[src/rtl/vec_add_pkg.sv]
// vec_add_pkg
// Shared types and constants for the vector-add result path.
// Holds the cache-line geometry, the result word type and the
// write-back FSM state encoding used by vec_result_writer.
package vec_add_pkg;

  localparam int WORDS_PER_LINE = 16;
  localparam int WORD_BITS      = 32;
  localparam int LINE_BITS      = 512;
  localparam int ADDR_BITS      = 42;
  localparam int RD_ADDR_BITS   = 6;

  typedef logic [WORD_BITS-1:0] t_result_word;
  typedef logic [LINE_BITS-1:0] t_line;
  typedef logic [ADDR_BITS-1:0] t_line_addr;

  typedef enum logic [2:0] {
    IDLE     = 3'd0,
    FILL     = 3'd1,
    SEND     = 3'd2,
    WAIT_RSP = 3'd3,
    FIN      = 3'd4
  } t_wr_state;

endpackage

[src/rtl/vec_result_writer_if.sv]
// vec_result_writer_if
// Bundles the control, result-buffer and host write-channel signals of
// vec_result_writer.
//   master : the writer (drives z_rd_addr, wr_*, busy, done)
//   slave  : the surrounding AFU / result buffer / host channel
interface vec_result_writer_if;
  import vec_add_pkg::*;

  logic                    start;
  t_line_addr              base_addr;
  logic [RD_ADDR_BITS-1:0] z_rd_addr;
  t_result_word            z_dout;
  logic                    wr_alm_full;
  logic                    wr_valid;
  t_line_addr              wr_addr;
  t_line                   wr_data;
  logic                    wr_rsp_valid;
  logic                    busy;
  logic                    done;

  modport master (
    input  start, base_addr, z_dout, wr_alm_full, wr_rsp_valid,
    output z_rd_addr, wr_valid, wr_addr, wr_data, busy, done
  );

  modport slave (
    output start, base_addr, z_dout, wr_alm_full, wr_rsp_valid,
    input  z_rd_addr, wr_valid, wr_addr, wr_data, busy, done
  );

endinterface

[src/rtl/vec_line_packer.sv]
// vec_line_packer
// Assembles one 512-bit cache line from 32-bit result words.
// Word i lands in bits [32i+31:32i].
//   clk        : sole clock
//   word_idx   : slot to write
//   word       : result word to insert
//   wr_en      : insert word at word_idx this cycle
//   clear      : zero the whole line (takes priority over wr_en)
//   packed_line: current line contents
module vec_line_packer
  import vec_add_pkg::*;
#(
  parameter int WORDS_PER_LINE = vec_add_pkg::WORDS_PER_LINE
) (
  input  logic                              clk,
  input  logic [$clog2(WORDS_PER_LINE)-1:0] word_idx,
  input  t_result_word                      word,
  input  logic                              wr_en,
  input  logic                              clear,
  output t_line                             packed_line
);

  always_ff @(posedge clk) begin
    if (clear) begin
      packed_line <= '0;
    end else if (wr_en) begin
      packed_line[word_idx*WORD_BITS +: WORD_BITS] <= word;
    end
  end

endmodule

[src/rtl/vec_result_writer.sv]
// vec_result_writer
// Drains NUM_WORDS result words from the result buffer, packs them into
// 512-bit lines and issues one host write per line, then waits until all
// write responses are back before pulsing done.
//   clk, reset : sole clock, synchronous active-high reset
//   bus.start        : one-cycle pulse, accepted only while idle
//   bus.base_addr    : line address of line 0, latched on accepted start
//   bus.z_rd_addr    : result-buffer read address
//   bus.z_dout       : result-buffer data, one cycle after z_rd_addr
//   bus.wr_alm_full  : host write channel almost full (stalls SEND)
//   bus.wr_valid     : one-cycle write-line request
//   bus.wr_addr      : line address of the request
//   bus.wr_data      : packed line of the request
//   bus.wr_rsp_valid : one write completion per high cycle
//   bus.busy         : high from accepted start until done
//   bus.done         : one-cycle pulse when everything is acknowledged
module vec_result_writer
  import vec_add_pkg::*;
#(
  parameter int NUM_WORDS      = 64,
  parameter int WORDS_PER_LINE = vec_add_pkg::WORDS_PER_LINE
) (
  input logic              clk,
  input logic              reset,
  vec_result_writer_if.master bus
);

  localparam int NUM_LINES = NUM_WORDS / WORDS_PER_LINE;
  localparam int IDX_BITS  = $clog2(WORDS_PER_LINE);
  localparam int FILL_BITS = $clog2(WORDS_PER_LINE + 1);

  localparam logic [FILL_BITS-1:0] LAST_FILL = FILL_BITS'(WORDS_PER_LINE);
  localparam logic [FILL_BITS-1:0] LAST_RD   = FILL_BITS'(WORDS_PER_LINE - 1);
  localparam logic [6:0]           LAST_LINE = 7'(NUM_LINES - 1);
  localparam logic [6:0]           ALL_RSP   = 7'(NUM_LINES);

  t_wr_state             state;
  t_line_addr            base_q;
  logic [6:0]            line_idx;
  logic [6:0]            rsp_cnt;
  logic [FILL_BITS-1:0]  fill_cnt;
  logic [IDX_BITS-1:0]   cap_idx;
  logic                  cap_en;
  logic                  accept;
  logic                  send_fire;
  t_line                 line;

  assign accept    = (state == IDLE) && bus.start;
  assign send_fire = (state == SEND) && !bus.wr_alm_full;

  // fill_cnt counts FILL cycles; the word read at count c-1 arrives at count c
  assign cap_en  = (state == FILL) && (fill_cnt != '0);
  assign cap_idx = IDX_BITS'(fill_cnt - 1'b1);

  assign bus.busy = (state != IDLE);
  assign bus.done = (state == FIN);

  vec_line_packer #(
    .WORDS_PER_LINE(WORDS_PER_LINE)
  ) u_packer (
    .clk         (clk),
    .word_idx    (cap_idx),
    .word        (bus.z_dout),
    .wr_en       (cap_en),
    .clear       (accept),
    .packed_line (line)
  );

  // Main FSM: read words, send the line, repeat, then collect responses
  always_ff @(posedge clk) begin
    if (reset) begin
      state         <= IDLE;
      line_idx      <= '0;
      rsp_cnt       <= '0;
      fill_cnt      <= '0;
      bus.z_rd_addr <= '0;
      bus.wr_valid  <= 1'b0;
    end else begin
      bus.wr_valid <= 1'b0;

      // Responses may overtake the FSM, so count them in every busy state
      if ((state != IDLE) && bus.wr_rsp_valid) begin
        rsp_cnt <= rsp_cnt + 7'd1;
      end

      case (state)
        IDLE: begin
          if (bus.start) begin
            line_idx      <= '0;
            rsp_cnt       <= '0;
            fill_cnt      <= '0;
            bus.z_rd_addr <= '0;
            state         <= FILL;
          end
        end
        FILL: begin
          fill_cnt <= fill_cnt + 1'b1;
          if (fill_cnt < LAST_RD) begin
            bus.z_rd_addr <= bus.z_rd_addr + 1'b1;
          end
          if (fill_cnt == LAST_FILL) begin
            state <= SEND;
          end
        end
        SEND: begin
          if (!bus.wr_alm_full) begin
            bus.wr_valid <= 1'b1;
            line_idx     <= line_idx + 7'd1;
            if (line_idx == LAST_LINE) begin
              state <= WAIT_RSP;
            end else begin
              fill_cnt      <= '0;
              bus.z_rd_addr <= RD_ADDR_BITS'((32'(line_idx) + 1) * WORDS_PER_LINE);
              state         <= FILL;
            end
          end
        end
        WAIT_RSP: begin
          if (rsp_cnt == ALL_RSP) begin
            state <= FIN;
          end
        end
        FIN: begin
          state <= IDLE;
        end
        default: begin
          state <= IDLE;
        end
      endcase
    end
  end

  // Datapath registers with no reset: base latch and write request payload
  always_ff @(posedge clk) begin
    if (accept) begin
      base_q <= bus.base_addr;
    end
    if (send_fire) begin
      bus.wr_addr <= base_q + ADDR_BITS'(line_idx);
      bus.wr_data <= line;
    end
  end

endmodule

[src/flat_wrapper.sv]
// flat-port wrapper written by rule: the top's interface ports become plain ports
module vec_result_writer_flat import vec_add_pkg::*;
#(
  parameter int NUM_WORDS      = 64,
  parameter int WORDS_PER_LINE = vec_add_pkg::WORDS_PER_LINE
)
  (clk, reset, bus_start, bus_base_addr, bus_z_dout, bus_wr_alm_full, bus_wr_rsp_valid, bus_z_rd_addr, bus_wr_valid, bus_wr_addr, bus_wr_data, bus_busy, bus_done);
  vec_result_writer_if bus_i ();
  input logic clk;
  input logic reset;
  input wire logic [$bits(bus_i.start)-1:0] bus_start;
  input wire logic [$bits(bus_i.base_addr)-1:0] bus_base_addr;
  input wire logic [$bits(bus_i.z_dout)-1:0] bus_z_dout;
  input wire logic [$bits(bus_i.wr_alm_full)-1:0] bus_wr_alm_full;
  input wire logic [$bits(bus_i.wr_rsp_valid)-1:0] bus_wr_rsp_valid;
  output wire logic [$bits(bus_i.z_rd_addr)-1:0] bus_z_rd_addr;
  output wire logic [$bits(bus_i.wr_valid)-1:0] bus_wr_valid;
  output wire logic [$bits(bus_i.wr_addr)-1:0] bus_wr_addr;
  output wire logic [$bits(bus_i.wr_data)-1:0] bus_wr_data;
  output wire logic [$bits(bus_i.busy)-1:0] bus_busy;
  output wire logic [$bits(bus_i.done)-1:0] bus_done;
  assign bus_i.start = bus_start;
  assign bus_i.base_addr = bus_base_addr;
  assign bus_i.z_dout = bus_z_dout;
  assign bus_i.wr_alm_full = bus_wr_alm_full;
  assign bus_i.wr_rsp_valid = bus_wr_rsp_valid;
  assign bus_z_rd_addr = bus_i.z_rd_addr;
  assign bus_wr_valid = bus_i.wr_valid;
  assign bus_wr_addr = bus_i.wr_addr;
  assign bus_wr_data = bus_i.wr_data;
  assign bus_busy = bus_i.busy;
  assign bus_done = bus_i.done;
  vec_result_writer #(.NUM_WORDS(NUM_WORDS), .WORDS_PER_LINE(WORDS_PER_LINE)) u_core (.clk(clk), .reset(reset), .bus(bus_i));
endmodule
[config.mk]
export PLATFORM = sky130hd
export DESIGN_NAME = vec_result_writer_flat
export DESIGN_NICKNAME = d
export VERILOG_FILES = /design/src/rtl/vec_add_pkg.sv /design/src/rtl/vec_result_writer_if.sv /design/src/rtl/vec_line_packer.sv /design/src/rtl/vec_result_writer.sv /design/src/flat_wrapper.sv
export SDC_FILE = /design/constraint.sdc
export NUM_CORES = 1
export LEC_CHECK = 0
export ABC_AREA = 0
export ABC_CLOCK_PERIOD_IN_PS = 57400
export CAP_MARGIN = 10
export CORE_ASPECT_RATIO = 1.75
export CORE_UTILIZATION = 45
export CTS_CLUSTER_DIAMETER = 30
export DETAILED_ROUTE_END_ITERATION = 8
export GPL_TIMING_DRIVEN = 1
export PLACE_DENSITY_LB_ADDON = 0.25
export SYNTH_ARGS = -nofsm -noshare
export SYNTH_HDL_FRONTEND = slang
export SYNTH_HIERARCHICAL = 1
export SYNTH_SLANG_ARGS = --single-unit
[constraint.sdc]
create_clock -name clk -period 57.4 [get_ports clk]
set_clock_uncertainty 0.2 [all_clocks]
set_input_delay 8.61 -clock clk [delete_from_list [all_inputs] [get_ports clk]]
set_output_delay 8.61 -clock clk [all_outputs]
set_load 0.005 [all_outputs]
======== Word-level counts from Yosys, hierarchy flattened ========
Index checks and enable logic that the tools add are counted.
cells by class
  multiplexer cells ....................... 23
  equality and inequality tests ........... 13
  reduce and logical (&&, ||, !) cells .... 15
  add/subtract/negate cells ............... 8
  bitwise gates (word level) .............. 1
  magnitude comparators ................... 1
  shift-type cells ........................ 2
operators with widths
  cell                         count
  $bwmux W512                  1
  $shift A32 B34 Y512 const A  1
  $shiftx A32 B34 Y512         1
  $add A42 B7 Y42              1
  $mux W7                      5
  $neg A9 Y34                  1
  $mux W6                      4
  $pmux W6 S3                  1
  $mux W5                      3
  $pmux W5 S3                  1
  $add A7 B1 Y7 const B        2
  $pmux W7 S2                  1
  $mux W3                      4
  $pmux W3 S4                  1
  $ne A2 B2 Y1 const B         5
  $reduce_and A4 Y1            2
  $eq A7 B2 Y1 const B         1
  $eq A7 B3 Y1 const B         1
  $add A6 B1 Y6 const B        1
  $eq A3 B2 Y1 const B         2
  $reduce_bool A3 Y1           2
  $add A5 B1 Y5 const B        1
  $eq A5 B5 Y1 const B         1
  $lt A5 B4 Y1 const B         1
  16 further kinds             19
word-level totals
  bits in registers ....................... 1137
  output and inout bits ................... 563
  word-level logic and storage cells ...... 73

======== Logic depth before layout (Yosys ltp) ========
Gate-level depths: netlist of run 1.
  depth after elaboration ................. 5
  depth in mapped cells ................... 14

======== Cells and area by module ========
Netlist of run 1, hierarchy kept.
modules (own cells, without submodules)
  module             instances  area an instance (sq um)  cells an instance  sequential area each (sq um)
  vec_result_writer  1          20597.3                   940                18477.7
  vec_line_packer    1          19093.3                   2234               10249.8

======== Worst setup path before layout of run 1 ========
OpenSTA, ideal clock, no wires.
  path type ............................... input to register
  from .................................... input port bus_wr_alm_full
  to ...................................... register u_core.bus.wr_addr[0], enable pin
  slack ................................... 24.412 ns
  path buffers ............................ 0
  arrival ................................. 31.302 ns
  cell stages on the path ................. 1
  required time ........................... 55.714 ns
  cell sequence ........................... nor2_1
between the ends
  cells in the longest elaborated chain, start to end .. 2
RTL lines
  item                    RTL line                    source
  start: declaration      flat_wrapper.sv:14          input wire logic [$bits(bus_i.wr_alm_full)-1:0] bus_wr_alm_full;
  $logic_not A1 Y1        vec_result_writer.sv:49     assign send_fire = (state == SEND) && !bus.wr_alm_full;
  $logic_and A1 B1 Y1     vec_result_writer.sv:49
  end signal: assignment  vec_result_writer.sv:139    bus.wr_addr <= base_q + ADDR_BITS'(line_idx);
  end: declaration        vec_result_writer_if.sv:23  output z_rd_addr, wr_valid, wr_addr, wr_data, busy, done
Every way passes these cells.
A chain may end at the register's enable or synchronous reset.

======== Worst setup path in the final report of run 1 ========
  from .................................... input port bus_wr_alm_full
  to ...................................... register u_core.bus.wr_data[255], enable pin
between the ends
  cells in the longest elaborated chain, start to end .. 2
RTL lines
  item                        RTL line                    source
  $logic_not A1 Y1            vec_result_writer.sv:49
  $logic_and A1 B1 Y1         vec_result_writer.sv:49
  named net u_core.send_fire  vec_result_writer.sv:45     logic send_fire;
  end signal: assignment      vec_result_writer.sv:140    bus.wr_data <= line;
  end: declaration            vec_result_writer_if.sv:23
The timed path passes the listed nets, and every way through them passes these cells.

==> results of run 1 <==
## area by class of cell
| cell class | instances | area, sq um | area share [%] |
|---|---|---|---|
| flip-flops and latches | 1137 | 28730 | 55.52 |
| well taps | 1160 | 1451 | 2.805 |
| clock buffers | 161 | 3601 | 6.960 |
| clock inverters | 81 | 992.2 | 1.918 |
| diodes | 1 | 2.502 | 0.004837 |
| inverters | 22 | 82.58 | 0.1596 |
| multi-input cells | 1788 | 10060 | 19.44 |
| repair buffers | 692 | 6824 | 13.19 |
## power groups by stage
stage | clock, mW | sequential (mW) | combinational [mW]
floorplan | 0 | 0.872 | 0.0367
global placement | 0 | 0.873 | 0.0654
detailed placement | 0 | 0.873 | 0.0657
CTS | 0.879 | 0.856 | 0.0659
global route | 0.913 | 0.856 | 0.0695
finish | 0.865 | 0.856 | 0.0658
## how the worst min path moves through the flow
stage,start,end,cells after the start
floorplan,u_core/u_packer/packed_line[256],u_core/bus.wr_data[256],0
global placement,u_core/u_packer/packed_line[269],u_core/bus.wr_data[269],0
detailed placement,u_core/u_packer/packed_line[274],u_core/bus.wr_data[274],0
CTS,u_core/u_packer/packed_line[450],u_core/bus.wr_data[450],0
global route,u_core/u_packer/packed_line[155],u_core/bus.wr_data[155],0
finish,u_core/u_packer/packed_line[97],u_core/bus.wr_data[97],0
## worst max-delay path: stages
cell and delay (ps):
clkdlybuf4s50_1 530, nor2_4 590, buf_4 840, buf_4 850
## flip-flops by register name (all words and copies together), names as in the netlist
| register | count |
|---|---|
| u_core/state | 3 |
| u_core/bus.wr_data | 512 |
| u_core/rsp_cnt | 7 |
| u_core/fill_cnt | 5 |
| u_core/u_packer/packed_line | 512 |
| u_core/bus.wr_valid | 1 |
| u_core/bus.z_rd_addr | 6 |
| u_core/base_q | 42 |
| u_core/bus.wr_addr | 42 |
| u_core/line_idx | 7 |
## routing by layer
metal  GRT usage (%)  vias to the layer above  share of wire, %
met1           30.43                    12850                38
met4           12.51                        4               4.8
met5               0                        -             0.026
li1                -                    12360                 -
met2           41.55                     1140                48
met3           9.388                      248               9.6
## cells by family after synthesis
group / Yosys count / synth area share, %
XOR/XNOR: 59 / 1.321
multiplexers: 45 / 1.135
adder cells (fa/ha/maj): 17 / 0.5548
buffers and inverters: 249 / 2.752
AO/OA/AOI/OAI: 578 / 8.833
flip-flops: 1137 / 72.38
AND/OR/NAND/NOR: 1089 / 13.03
## layout by cell type, fill, tap and decap left out, types with 16 or more instances in the layout
| cell type | count |
|---|---|
| nand2_1 | 690 |
| clkdlybuf4s50_1 | 641 |
| edfxtp_1 | 596 |
| dfxtp_1 | 541 |
| a21oi_1 | 318 |
| clkbuf_16 | 139 |
| nand3b_1 | 123 |
| o21ai_0 | 114 |
| nand2b_1 | 69 |
| o31ai_1 | 69 |
| buf_4 | 49 |
| mux2i_1 | 45 |
| nor2b_1 | 42 |
| nor2_1 | 38 |
| nand4_1 | 34 |
| xor2_1 | 32 |
| xnor2_1 | 25 |
| nand3_1 | 24 |
| inv_1 | 22 |
| inv_6 | 21 |
| clkbuf_1 | 18 |
| o31ai_2 | 17 |
| ha_1 | 16 |
==> results.tsv, run 1 <==
metric	value	unit
outcome	completed	
Worst slew margin	21.84	%
post-CTS setup buffer count	0	
area share of the largest cell type after synthesis	45.09	%
Area Overhead vs Synth	30.36	%
FFs w/ async S/R, synth	0	%
Via density	5.276	
clk_lat worst skew	740	ps
Longest Clk Path Bufs	3	
initial DRC count	2210	
Clock power frac	48.4	%
Final Max Tran Viols	0	
DP HPWL	75410	um
Critical Path RT	57560	ps
most frequent cells after synthesis	nand2_1 (690), edfxtp_1 (596), dfxtp_1 (541)	
Unique masters post-synth	69	
first-pass GRT wire length	167500	um
via count	26600	
total power	1.787	mW
Fin. Hold Viols	0	
max cap viols	0	
Int Pwr	1.387	mW
synth warn	6	
grt ovf	0	
# IOs	642	
CTS clk-pin slew, worst paths	60	ps
Setup WS post-layout	46000	ps
fillers	6916	
pwr/cell area	34.53	nW/um^2
type of origin of the critical path	input port	
Setup CP Type	in -> reg	
DIE AREA	89440	sq um
Seq pwr share	47.9	%
synthesized area	39690	sq um
TritonCTS Buffers	131	
top post-synthesis cells by area	edfxtp_1 (45%), dfxtp_1 (27%), nand2_1 (6.5%)	
period utilization	19.87	%
Post-CTS Hold Fix Bufs	0	
post-placement setup slack	45210	ps
proportion of layout cells with a drive suffix above 1	8.812	%
worst hold margin	214.7	ps
largest net degree at the start of global routing	198	
worst setup path endpoint	u_core/bus.wr_data[255]	
# port buffers	641	
routed len/inst	23.08	um
core area	87130	sq um
Initial Utilization	45.55	%
dominant cell type by area after synthesis	edfxtp_1	
CP arrival	11570	ps
Critical path origin	bus_wr_alm_full	
GPL Wtd Cong	0.8101	
placed cell areas	47140	sq um
Finished Layout Cells	5042	
Crit Path Max Fanout	74	
vias in the first global route	25860	
endpoints failing setup	0	
chip height	394.9	um
register area share after synthesis	72.38	%
Post-Syn Instances	3174	
placed cell count	4799	
R2R depth	10	
GRT Total Usage	25.86	%
DRT Wirelength	116400	um
top_reg_cell synth	edfxtp_1	
EDFF count, synth	596	
clk root buf	clkbuf_16	
Min-Delay Path Class	reg -> reg	
drt pass-1 iters	5	
flop2flop setup slack	52190	ps
clk sinks	1137	
Syn Nets	3270	
post-CTS resize count	0	
setup TNS	0	ps
count leader, synth	nand2_1	
worst r2r dst	u_core/u_packer/packed_line[478]	
fin util	59.38	%
# nets final	3868	
drt drc	0	
H-tree Lvls	4	
fin crit period	11400	ps
leak pwr	17.21	nW
RSZ-0062 raised after global routing	false	
reg-to-reg critical path startpoint	u_core/fill_cnt[0]	
design area	51740	sq um
Rows	143	
peak supply drop	0.03229	mV
CP endpoint kind	register	
Combinational Power Share	3.7	%
Least-Margin Pin Slew	1172	ps
initial antenna violation count	7	
Die X-Extent	226.5	um
Avg Cell Area, Syn	12.50	sq um
Final ANT Viol Nets	0	
fmax	87.69	MHz
Net Switching	0.3999	mW
TritonCTS clock tree	yes	
Sw Share	22.38	%
synthesis-stage register bit count	1137	
No activity file was read; power rests on OpenSTA's default activity.
==> inputs of run 2 (changes only) <==
- ABC_CLOCK_PERIOD_IN_PS: 57400 -> 9540
- clock period: 57.4 -> 9.54 ns (I/O delays scaled with it)
==> run 2 against run 1 <==
First-iteration DRC count shrank 6.2%. Setup slack lost 41000 ps. Cell area is essentially flat. Die area is the same. Sequential power grew to 6.0 times the previous value. Highest routed layer unchanged. Count of clock-buffer cells in the layout grew 6. Register-to-register slack lost 48000 ps. Routed wire length grew 0.97%.
==> results.tsv, run 2 (synthesis results as in run 1) <==
metric	value	unit	change
outcome	completed		unchanged
drt pass-1 iters	8		was 5
worst hold start	u_core/u_packer/packed_line[324]		was u_core/u_packer/packed_line[97]
Finished Layout Cells	5039		was 5042
CP arrival	5370	ps	was 11570 ps
H-tree Lvls	4		unchanged
Initial Utilization	45.55	%	unchanged
# IOs	642		unchanged
fin util	59.40	%	was 59.38%
post-CTS resize count	0		unchanged
Post-CTS Hold Fix Bufs	0		unchanged
RSZ-0062 raised after global routing	false		unchanged
via count	26720		was 26600
DIE AREA	89440	sq um	unchanged
worst hold path stage count	0		unchanged
Via density	5.303		was 5.276
vias in the first global route	26200		was 25860
max cap viols	0		unchanged
flop2flop setup slack	4630	ps	was 52190 ps
largest net degree at the start of global routing	204		was 198
Final ANT Viol Nets	0		unchanged
fin crit period	4908	ps	
Crit Path Max Fanout	34		was 74
Least-Margin Pin Slew	1205	ps	was 1172 ps
DRT Wirelength	117500	um	was 116400 um
largest registers	u_core/bus.wr_data: 512 flops, u_core/u_packer/packed_line: 512 flops		unchanged
peak supply drop	0.1567	mV	was 0.03229 mV
proportion of layout cells with a drive suffix above 1	8.739	%	was 8.812%
WHS Endpoint	u_core/bus.wr_data[324]		was u_core/bus.wr_data[97]
first-pass GRT wire length	170500	um	was 167500 um
Rows	143		unchanged
pwr/cell area	208.5	nW/um^2	was 34.53 nW/um^2
R2R depth	11		was 10
reg-to-reg critical path startpoint	u_core/fill_cnt[0]		unchanged
Critical path origin	u_core/fill_cnt[0]		was bus_wr_alm_full
grt ovf	0		unchanged
Setup CP Type	reg -> reg		was in -> reg
CTS clk-pin slew, worst paths	60	ps	about the same
fmax	203.8	MHz	
worst r2r dst	u_core/u_packer/packed_line[223]		was u_core/u_packer/packed_line[478]
Area Overhead vs Synth	30.41	%	was 30.36%
type of origin of the critical path	register		was input port
clk_lat worst skew	740	ps	about the same
post-placement setup slack	4626	ps	was 45210 ps
core area	87130	sq um	unchanged
leak pwr	17.20	nW	was 17.21 nW
GPL Wtd Cong	0.8544		was 0.8101
endpoints failing setup	0		unchanged
Min-Delay Path Class	reg -> reg		unchanged
routed len/inst	23.32	um	was 23.08 um
diode count	0		was 1
period utilization	51.45	%	
initial antenna violation count	4		was 7
Register Area	28730	sq um	unchanged
DP HPWL	75950	um	was 75410 um
TritonCTS Buffers	132		was 131
Die X-Extent	226.5	um	unchanged
clk sinks	1137		unchanged
Final Max Tran Viols	0		unchanged
# nets final	3865		was 3868
# port buffers	641		unchanged
setup TNS	0	ps	unchanged
drt drc	0		unchanged
placed cell count	4795		was 4799
Critical Path RT	10000	ps	was 57560 ps
CP endpoint kind	register		unchanged
Fin. Hold Viols	0		unchanged
Setup WS post-layout	4632	ps	was 46000 ps
TritonCTS clock tree	yes		unchanged
worst hold margin	202.7	ps	was 214.7 ps
fillers	6930		was 6916
clk root buf	clkbuf_16		unchanged
multi-input logic area	10050	sq um	was 10060 sq um
initial DRC count	2073		was 2210
most common cell after layout, fill and taps aside	nand2_1		unchanged
chip height	394.9	um	unchanged
GRT Total Usage	26.20	%	was 25.86%
Worst slew margin	19.65	%	was 21.84%
commonest cells after routing, fill and taps aside	nand2_1 (690), clkdlybuf4s50_1 (641), edfxtp_1 (596)		unchanged
Longest Clk Path Bufs	3		unchanged
post-CTS setup buffer count	0		unchanged
-- run 2: cell count changes in the layout (fill, tap and decap cells not counted), sizes merged --
cell	change
inv	-11
bufinv	+1
diode	-1
clkinv	+5
buf	-4
clkbuf	+6
clkinvlp	+1
-- run 2: where the power goes --
group	leakage (nW)	internal, mW	switching [mW]
Clock	2.24	3.17	2.08
Combinational	5.09	0.101	0.294
Sequential	9.88	5.13	0.0179
-- run 2: metrics by stage --
stage	cell area, sq um	power, mW
after floorplan	39700	5.470
after global placement	47140	5.645
after detailed placement	47140	5.648
after CTS	51760	10.87
after global routing	51760	11.09
final	51760	10.79
-- run 2: layout make-up --
cell class	instances	share of cell area, %
clock inverter	77	1.820
inverter	22	0.1595
multi-input combinational	1788	19.42
timing repair buffer	688	13.17
tap	1160	2.804
sequential	1137	55.50
clock buffer	167	7.119
-- run 2: how the worst max path moves through the flow --
stage	slack, ps	endpoint
finish	4630	u_core/u_packer/packed_line[223]
global route	4280	u_core/u_packer/packed_line[372]
CTS	4630	u_core/u_packer/packed_line[214]
detailed placement	4630	u_core/u_packer/packed_line[216]
global placement	4820	u_core/u_packer/packed_line[375]
floorplan	-670	u_core/bus.wr_addr[0]
-- run 2: layer usage --
metal | vias up | share of wire (%) | track usage [%]
li1 | 12340 | - | -
met1 | 13020 | 38 | 30.73
met2 | 1146 | 49 | 43.36
met3 | 210 | 9.7 | 9.291
met4 | 2 | 3.9 | 10.47
met5 | - | 0.0094 | 0
-- run 2: critical path, cell delays in order (launching register included) --
cell and delay (ps):
dfxtp_1 400, inv_1 210, ha_1 270, xor2_1 660, nor3_1 210, ha_1 520
and3b_1 430, o21ai_4 80, buf_4 290, a211oi_4 750, buf_4 540, mux2i_1 250
